<file path="config.mk">
export PLATFORM = sky130hd
export DESIGN_NAME = neg2c_serial_flat
export DESIGN_NICKNAME = d
export VERILOG_FILES = /design/src/rtl/neg2c_serial_if.sv /design/src/rtl/neg2c_serial.sv /design/src/flat_wrapper.sv
export SDC_FILE = /design/constraint.sdc
export NUM_CORES = 1
export LEC_CHECK = 0
export BUFFER_PORTS_ARGS = -buffer_cell sky130_fd_sc_hd__buf_4
export CAP_MARGIN = 0
export CORE_ASPECT_RATIO = 0.9
export CORE_UTILIZATION = 25
export DETAILED_ROUTE_END_ITERATION = 7
export PLACE_DENSITY = 0.4
export REMOVE_ABC_BUFFERS = 1
export SYNTH_ARGS = -nofsm -noshare
export SYNTH_HDL_FRONTEND = slang
export SYNTH_SLANG_ARGS = --single-unit
</file>
<file path="constraint.sdc">
create_clock -name clk -period 3.2 [get_ports clk]
set_input_delay 0.16 -clock clk [delete_from_list [all_inputs] [get_ports clk]]
set_output_delay 0.16 -clock clk [all_outputs]
set_load 0.01 [all_outputs]
</file>
<file path="src/rtl/neg2c_serial_if.sv">
// Operand/result handshake bundle for the serial two's-complement negator.
interface neg2c_serial_if #(
  parameter int unsigned WIDTH = 25
);
  logic             in_valid;
  logic             in_ready;
  logic [WIDTH-1:0] in_data;
  logic [1:0]       in_mode;
  logic             out_valid;
  logic             out_ready;
  logic [WIDTH-1:0] out_data;
  logic             out_ovf;

  // Producer/consumer side driving the unit
  modport master (
    output in_valid, in_data, in_mode, out_ready,
    input  in_ready, out_valid, out_data, out_ovf
  );

  // The negation unit itself
  modport slave (
    input  in_valid, in_data, in_mode, out_ready,
    output in_ready, out_valid, out_data, out_ovf
  );
endinterface

</file>
<file path="src/rtl/neg2c_serial.sv">
// Multi-cycle two's-complement pass/negate/abs unit, CHUNK bits per cycle
// through a registered carry. Optional feature macro: NEG2C_SERIAL_OVF_EN
// (most-negative-operand overflow flag; out_ovf tied 0 when undefined).
module neg2c_serial #(
  parameter int unsigned WIDTH = 25,
  parameter int unsigned CHUNK = 8
) (
  input  logic          clk,
  input  logic          rst_n,
  neg2c_serial_if.slave bus
);

  localparam int unsigned NCHUNK = (WIDTH + CHUNK - 1) / CHUNK;
  localparam int unsigned IDXW   = (NCHUNK > 1) ? $clog2(NCHUNK) : 1;
  localparam int unsigned SHW    = $clog2(NCHUNK * CHUNK) + 1;
  localparam logic [WIDTH-1:0] CHUNK_ONES = WIDTH'({CHUNK{1'b1}});

  typedef enum logic [1:0] {IDLE, RUN, DONE} state_t;

  state_t           r_state;
  state_t           w_state_nxt;
  logic             w_in_ready;
  logic             w_accept;
  logic             w_last;
  logic             w_neg;

  logic [WIDTH-1:0] r_data;
  logic [WIDTH-1:0] r_res;
  logic             r_neg;
  logic             r_carry;
  logic [IDXW-1:0]  r_idx;

  logic [SHW-1:0]   w_shift;
  logic [CHUNK-1:0] w_src;
  logic [CHUNK-1:0] w_opnd;
  logic [CHUNK:0]   w_sum;
  logic [WIDTH-1:0] w_mask;
  logic [WIDTH-1:0] w_res_nxt;

  assign w_last   = (r_idx == IDXW'(NCHUNK - 1));
  assign w_accept = w_in_ready & bus.in_valid;
  assign w_neg    = (bus.in_mode == 2'b01) | ((bus.in_mode == 2'b10) & bus.in_data[WIDTH-1]);

  // One chunk of (neg ? ~d : d) + carry; bits past WIDTH-1 fall off the shift
  assign w_shift   = SHW'(r_idx) * SHW'(CHUNK);
  assign w_src     = CHUNK'(r_data >> w_shift);
  assign w_opnd    = r_neg ? ~w_src : w_src;
  assign w_sum     = {1'b0, w_opnd} + (CHUNK + 1)'(r_carry);
  assign w_mask    = CHUNK_ONES << w_shift;
  assign w_res_nxt = (r_res & ~w_mask) | ((WIDTH'(w_sum[CHUNK-1:0]) << w_shift) & w_mask);

  // State register
  always_ff @(posedge clk or negedge rst_n) begin
    if (!rst_n) r_state <= IDLE;
    else        r_state <= w_state_nxt;
  end

  // Next state and ready; DONE can hand straight back to RUN on a consumed result
  always_comb begin
    w_state_nxt = r_state;
    w_in_ready  = 1'b0;
    unique case (r_state)
      IDLE: begin
        w_in_ready = 1'b1;
        if (bus.in_valid) w_state_nxt = RUN;
      end
      RUN: begin
        if (w_last) w_state_nxt = DONE;
      end
      DONE: begin
        w_in_ready = bus.out_ready;
        if (bus.out_ready) w_state_nxt = bus.in_valid ? RUN : IDLE;
      end
      default: w_state_nxt = IDLE;
    endcase
  end

  // Operand capture and chunk-serial result accumulation
  always_ff @(posedge clk or negedge rst_n) begin
    if (!rst_n) begin
      r_data  <= '0;
      r_res   <= '0;
      r_neg   <= 1'b0;
      r_carry <= 1'b0;
      r_idx   <= '0;
    end else if (w_accept) begin
      r_data  <= bus.in_data;
      r_neg   <= w_neg;
      r_carry <= w_neg;
      r_idx   <= '0;
    end else if (r_state == RUN) begin
      r_res   <= w_res_nxt;
      r_carry <= w_sum[CHUNK];
      r_idx   <= r_idx + IDXW'(1);
    end
  end

`ifdef NEG2C_SERIAL_OVF_EN
  localparam logic [WIDTH-1:0] MOST_NEG = {1'b1, {(WIDTH - 1){1'b0}}};
  logic r_ovf;

  // Overflow known at capture: only negating the most-negative value wraps
  always_ff @(posedge clk or negedge rst_n) begin
    if (!rst_n)        r_ovf <= 1'b0;
    else if (w_accept) r_ovf <= w_neg & (bus.in_data == MOST_NEG);
  end

  assign bus.out_ovf = r_ovf;
`else
  assign bus.out_ovf = 1'b0;
`endif

  assign bus.in_ready  = w_in_ready;
  assign bus.out_valid = (r_state == DONE);
  assign bus.out_data  = r_res;

endmodule

</file>
<file path="src/flat_wrapper.sv">
// flat-port wrapper written by rule: the top's interface ports become plain ports
module neg2c_serial_flat 
#(
  parameter int unsigned WIDTH = 25,
  parameter int unsigned CHUNK = 8
)
  (clk, rst_n, bus_in_valid, bus_in_data, bus_in_mode, bus_out_ready, bus_in_ready, bus_out_valid, bus_out_data, bus_out_ovf);
  neg2c_serial_if #(.WIDTH(WIDTH)) bus_i ();
  input  logic clk;
  input  logic rst_n;
  input wire logic [$bits(bus_i.in_valid)-1:0] bus_in_valid;
  input wire logic [$bits(bus_i.in_data)-1:0] bus_in_data;
  input wire logic [$bits(bus_i.in_mode)-1:0] bus_in_mode;
  input wire logic [$bits(bus_i.out_ready)-1:0] bus_out_ready;
  output wire logic [$bits(bus_i.in_ready)-1:0] bus_in_ready;
  output wire logic [$bits(bus_i.out_valid)-1:0] bus_out_valid;
  output wire logic [$bits(bus_i.out_data)-1:0] bus_out_data;
  output wire logic [$bits(bus_i.out_ovf)-1:0] bus_out_ovf;
  assign bus_i.in_valid = bus_in_valid;
  assign bus_i.in_data = bus_in_data;
  assign bus_i.in_mode = bus_in_mode;
  assign bus_i.out_ready = bus_out_ready;
  assign bus_in_ready = bus_i.in_ready;
  assign bus_out_valid = bus_i.out_valid;
  assign bus_out_data = bus_i.out_data;
  assign bus_out_ovf = bus_i.out_ovf;
  neg2c_serial #(.WIDTH(WIDTH), .CHUNK(CHUNK)) u_core (.clk(clk), .rst_n(rst_n), .bus(bus_i));
endmodule
</file>
==> impl_metrics.tcl <==
set metrics [dict create \
    reg2reg_depth 8 \
    finalHoldViolCount 0 \
    tightest_slew_ns 0.747 \
    holdPathStages 3 \
    cts_root_buf "clkbuf_16" \
    cts_buffers 5 \
    ios 59 \
    routed_wl_um 6880 \
    endpoint_kind "register" \
    cts_tree "built" \
    grt_overflow 0 \
    outcome "finished, final reports clean" \
    slowest_stage "mux4_2" \
    antenna_found_initial 0 \
    pwr_density_cell_mw_per_mm2 1060 \
    via_per_inst 4.22 \
    synthCells 309 \
    clk_pin_slew_ns 0.07 \
    cp-start-kind "register" \
    synth_area_mm2 0.00280 \
    die_y_um 102 \
    cts-resized-gates 0 \
    syn_avg_cell_area_um2 9.07 \
    fill_cells 1165 \
    ir_drop_v 0.000309 \
    fmax_mhz 406 \
    dp_hpwl_um 4840 \
    p_int_mw 2.16 \
    cap_violations 0 \
    arrival_ns 2.70 \
    drc_errors 0 \
    tns_ns 0 \
    portBuffers 57 \
    seq_power_share 0.320 \
    critPathTopFamily "compound AO/OA/AOI/OAI gates" \
    syn_to_final_growth_pct 27.0 \
    gp_congestion 0.664 \
    num_vias 2176 \
    drtPass1Iterations 4 \
    coreArea_mm2 0.0109 \
    rows 36 \
    hold_class "in -> reg" \
    maxSlewViolCount 0 \
    htreeDepth 2 \
    clkSinkCount 56 \
    final_antenna_net_count 0 \
    ys_types 38 \
    ys_seq_area_frac 0.500 \
    cp_num_buf_inv 0 \
    cts_setup_buffers 0 \
    clock_latency_ns 0.29 \
    reg2reg_slack_ns 0.74 \
    rsz0062_at_grt "false" \
    grt.total_usage 0.129 \
    critPathMaxFanout 6 \
    grt_max_degree 57 \
    holdCritStartpoint "bus_in_data[19]" \
    yosys_warnings 0 \
    clock_power_share 0.169 \
    synth_top_area_frac 0.500 \
    period_share 0.769 \
    p_comb_frac 0.511 \
    criticalPathCategory "reg -> reg" \
    fin_nets 400 \
    p_sw_frac 0.425 \
    setup_viol 0 \
    clock_path_buffers 2 \
    slew_headroom 0.502 \
    die_x_um 114 \
    total_power_mw 3.76 \
    cp.required_ns 3.44 \
    p_leak_nw 1.73 \
    ys_top_cells_by_area "dfrtp_1 50%, nand2_1 15%, mux2i_1 3.9%" \
    fin_skew_ns 0.00555 \
    net-switching-power_mw 1.60 \
    min_to "u_core.r_data[19]" \
    rr_startpoint "u_core.r_idx[0]" \
    dieArea_mm2 0.0116 \
    layout-drive-gt1-share 0.212 \
    grt_pass1_wl_um 11500 \
    grt_pass1_vias 2219 \
    max_stage_delay_ns 0.52 \
    synth-seq-cells 56 \
    final.min_clock_period_ns 2.46 \
    drt_iter0_drc 98 \
    crit_chain "mux4_2, xor2_1, ha_1, nor2b_1, a2bb2oi_1, nor4_1, xnor2_1, a22o_1" \
    wl_per_cell_um 13.3 \
    start_util 0.258 \
    synth_top_area_cell "dfrtp_1" \
    diodes 0 \
]
## timing repair
| item | 4_1_cts | 5_1_grt |
|---|---|---|
| hold endpoints to repair | 56 | 0 |
| hold buffers | 1 | 0 |
| endpoints found under the setup margin | 0 | 0 |
## worst min-delay path: cells and delay by family
kind,cells,cell delay [ns]
buffers and inverters,1,0.08
AND/OR/NAND/NOR,2,0.08
## area by class of cell
type                       count  area, µm²  share of cell area
timing repair buffer          65        490               0.138
multi-input combinational    233       1300               0.366
clock buffer                   5        125              0.0351
sequential                    56       1400               0.394
inverter                       2       7.51             0.00211
clock inverter                 3       42.5              0.0119
tap                          152        190              0.0534
## layout by cell type, fill, tap and decap left out, types with 5 or more instances in the layout
cell | synthesis | routed
nand2_1 | 113 | 113
buf_4 | 3 | 64
dfrtp_1 | 56 | 56
o21ai_0 | 14 | 14
mux2i_1 | 11 | 11
xnor2_1 | 11 | 11
nor2_1 | 10 | 10
nand3_1 | 7 | 7
nor2b_1 | 6 | 6
a22o_1 | 6 | 6
ha_1 | 6 | 6
xor2_1 | 5 | 5
nor4_1 | 5 | 5
clkbuf_16 | 0 | 5
## kinds of logic (layout without fill, tap and decap cells)
logic type / count (synthesis) / after routing / share of synthesized area
xor gates and xnor gates: 16 / 16 / 0.0500
adders and majority gates: 6 / 6 / 0.0268
DFF: 56 / 56 / 0.500
AOI/OAI and AO/OA: 39 / 39 / 0.0946
other: 1 / 1 / 0.00134
buffers and inverters: 20 / 75 / 0.0353
and+or+nand+nor: 159 / 159 / 0.245
muxes: 12 / 12 / 0.0473
## metal layers
| metal | track usage | routed length [µm] | part of all wire |
|---|---|---|---|
| met1 | 0.177 | 3600 | 0.52 |
| met3 | 0.0362 | 276 | 0.040 |
| met2 | 0.198 | 2950 | 0.43 |
| met5 | 0 | 0 | 0 |
| met4 | 0.0395 | 53 | 0.0077 |
## stage by stage
| step | setup WS, ns | hold slack, ns | std cells | utilization | instance area (µm²) |
|---|---|---|---|---|---|
| after floorplan | 0.444 | -0.136 | 291 | - | 2710 |
| after global placement | 0.776 | 0.277 | 507 | 0.312 | 3380 |
| after detailed placement | 0.701 | 0.280 | 507 | 0.312 | 3380 |
| after CTS | 0.694 | 0.0386 | 516 | 0.328 | 3560 |
| after global routing | 0.554 | 0.0487 | 516 | 0.328 | 3560 |
| final | 0.739 | 0.0498 | 516 | 0.328 | 3560 |
## cells in the mapped netlist
| cell type | count |
|---|---|
| ha_1 | 6 |
| o31ai_1 | 3 |
| nand4b_1 | 1 |
| nand2b_1 | 4 |
| a22oi_1 | 3 |
| o21ai_1 | 4 |
| dfrtp_1 | 56 |
| nand3b_1 | 4 |
| buf_2 | 4 |
| o41ai_1 | 1 |
| nand3_1 | 7 |
| a21oi_1 | 2 |
| nor4_1 | 5 |
| and2_1 | 4 |
| mux2i_1 | 11 |
| o221a_1 | 1 |
| nor3_1 | 1 |
| a22o_1 | 6 |
| conb_1 | 1 |
| xor2_1 | 5 |
| and2b_1 | 1 |
| clkbuf_1 | 10 |
| buf_6 | 1 |
| mux4_2 | 1 |
| o2bb2ai_2 | 1 |
| buf_4 | 3 |
| nor2b_1 | 6 |
| or2_1 | 1 |
| a2bb2oi_1 | 1 |
| inv_1 | 2 |
| o21ai_2 | 2 |
| or2_2 | 1 |
| o22ai_1 | 1 |
| nor2_1 | 10 |
| nand2_1 | 113 |
| xnor2_1 | 11 |
| o21ai_0 | 14 |
| or4_1 | 1 |
## power by group through the flow
| stage | logic (mW) | registers, mW | clock network [mW] |
|---|---|---|---|
| floorplan | 1.17 | 1.29 | 0 |
| global placement | 1.95 | 1.22 | 0 |
| detailed placement | 1.97 | 1.22 | 0 |
| CTS | 1.97 | 1.21 | 0.654 |
| global route | 2.18 | 1.25 | 0.677 |
| finish | 1.92 | 1.20 | 0.635 |
## worst max path at each step
stage                         start       end  slack [ns]  cells past startpoint
CTS                 u_core.r_idx[0]  register        0.69                      8
finish              u_core.r_idx[0]  register        0.74                      8
global placement    u_core.r_idx[0]  register        0.78                      8
floorplan           u_core.r_idx[0]  register        0.44                      8
detailed placement  u_core.r_idx[0]  register        0.70                      8
global route        u_core.r_idx[0]  register        0.55                      8
(Power assumes the default switching activity.)
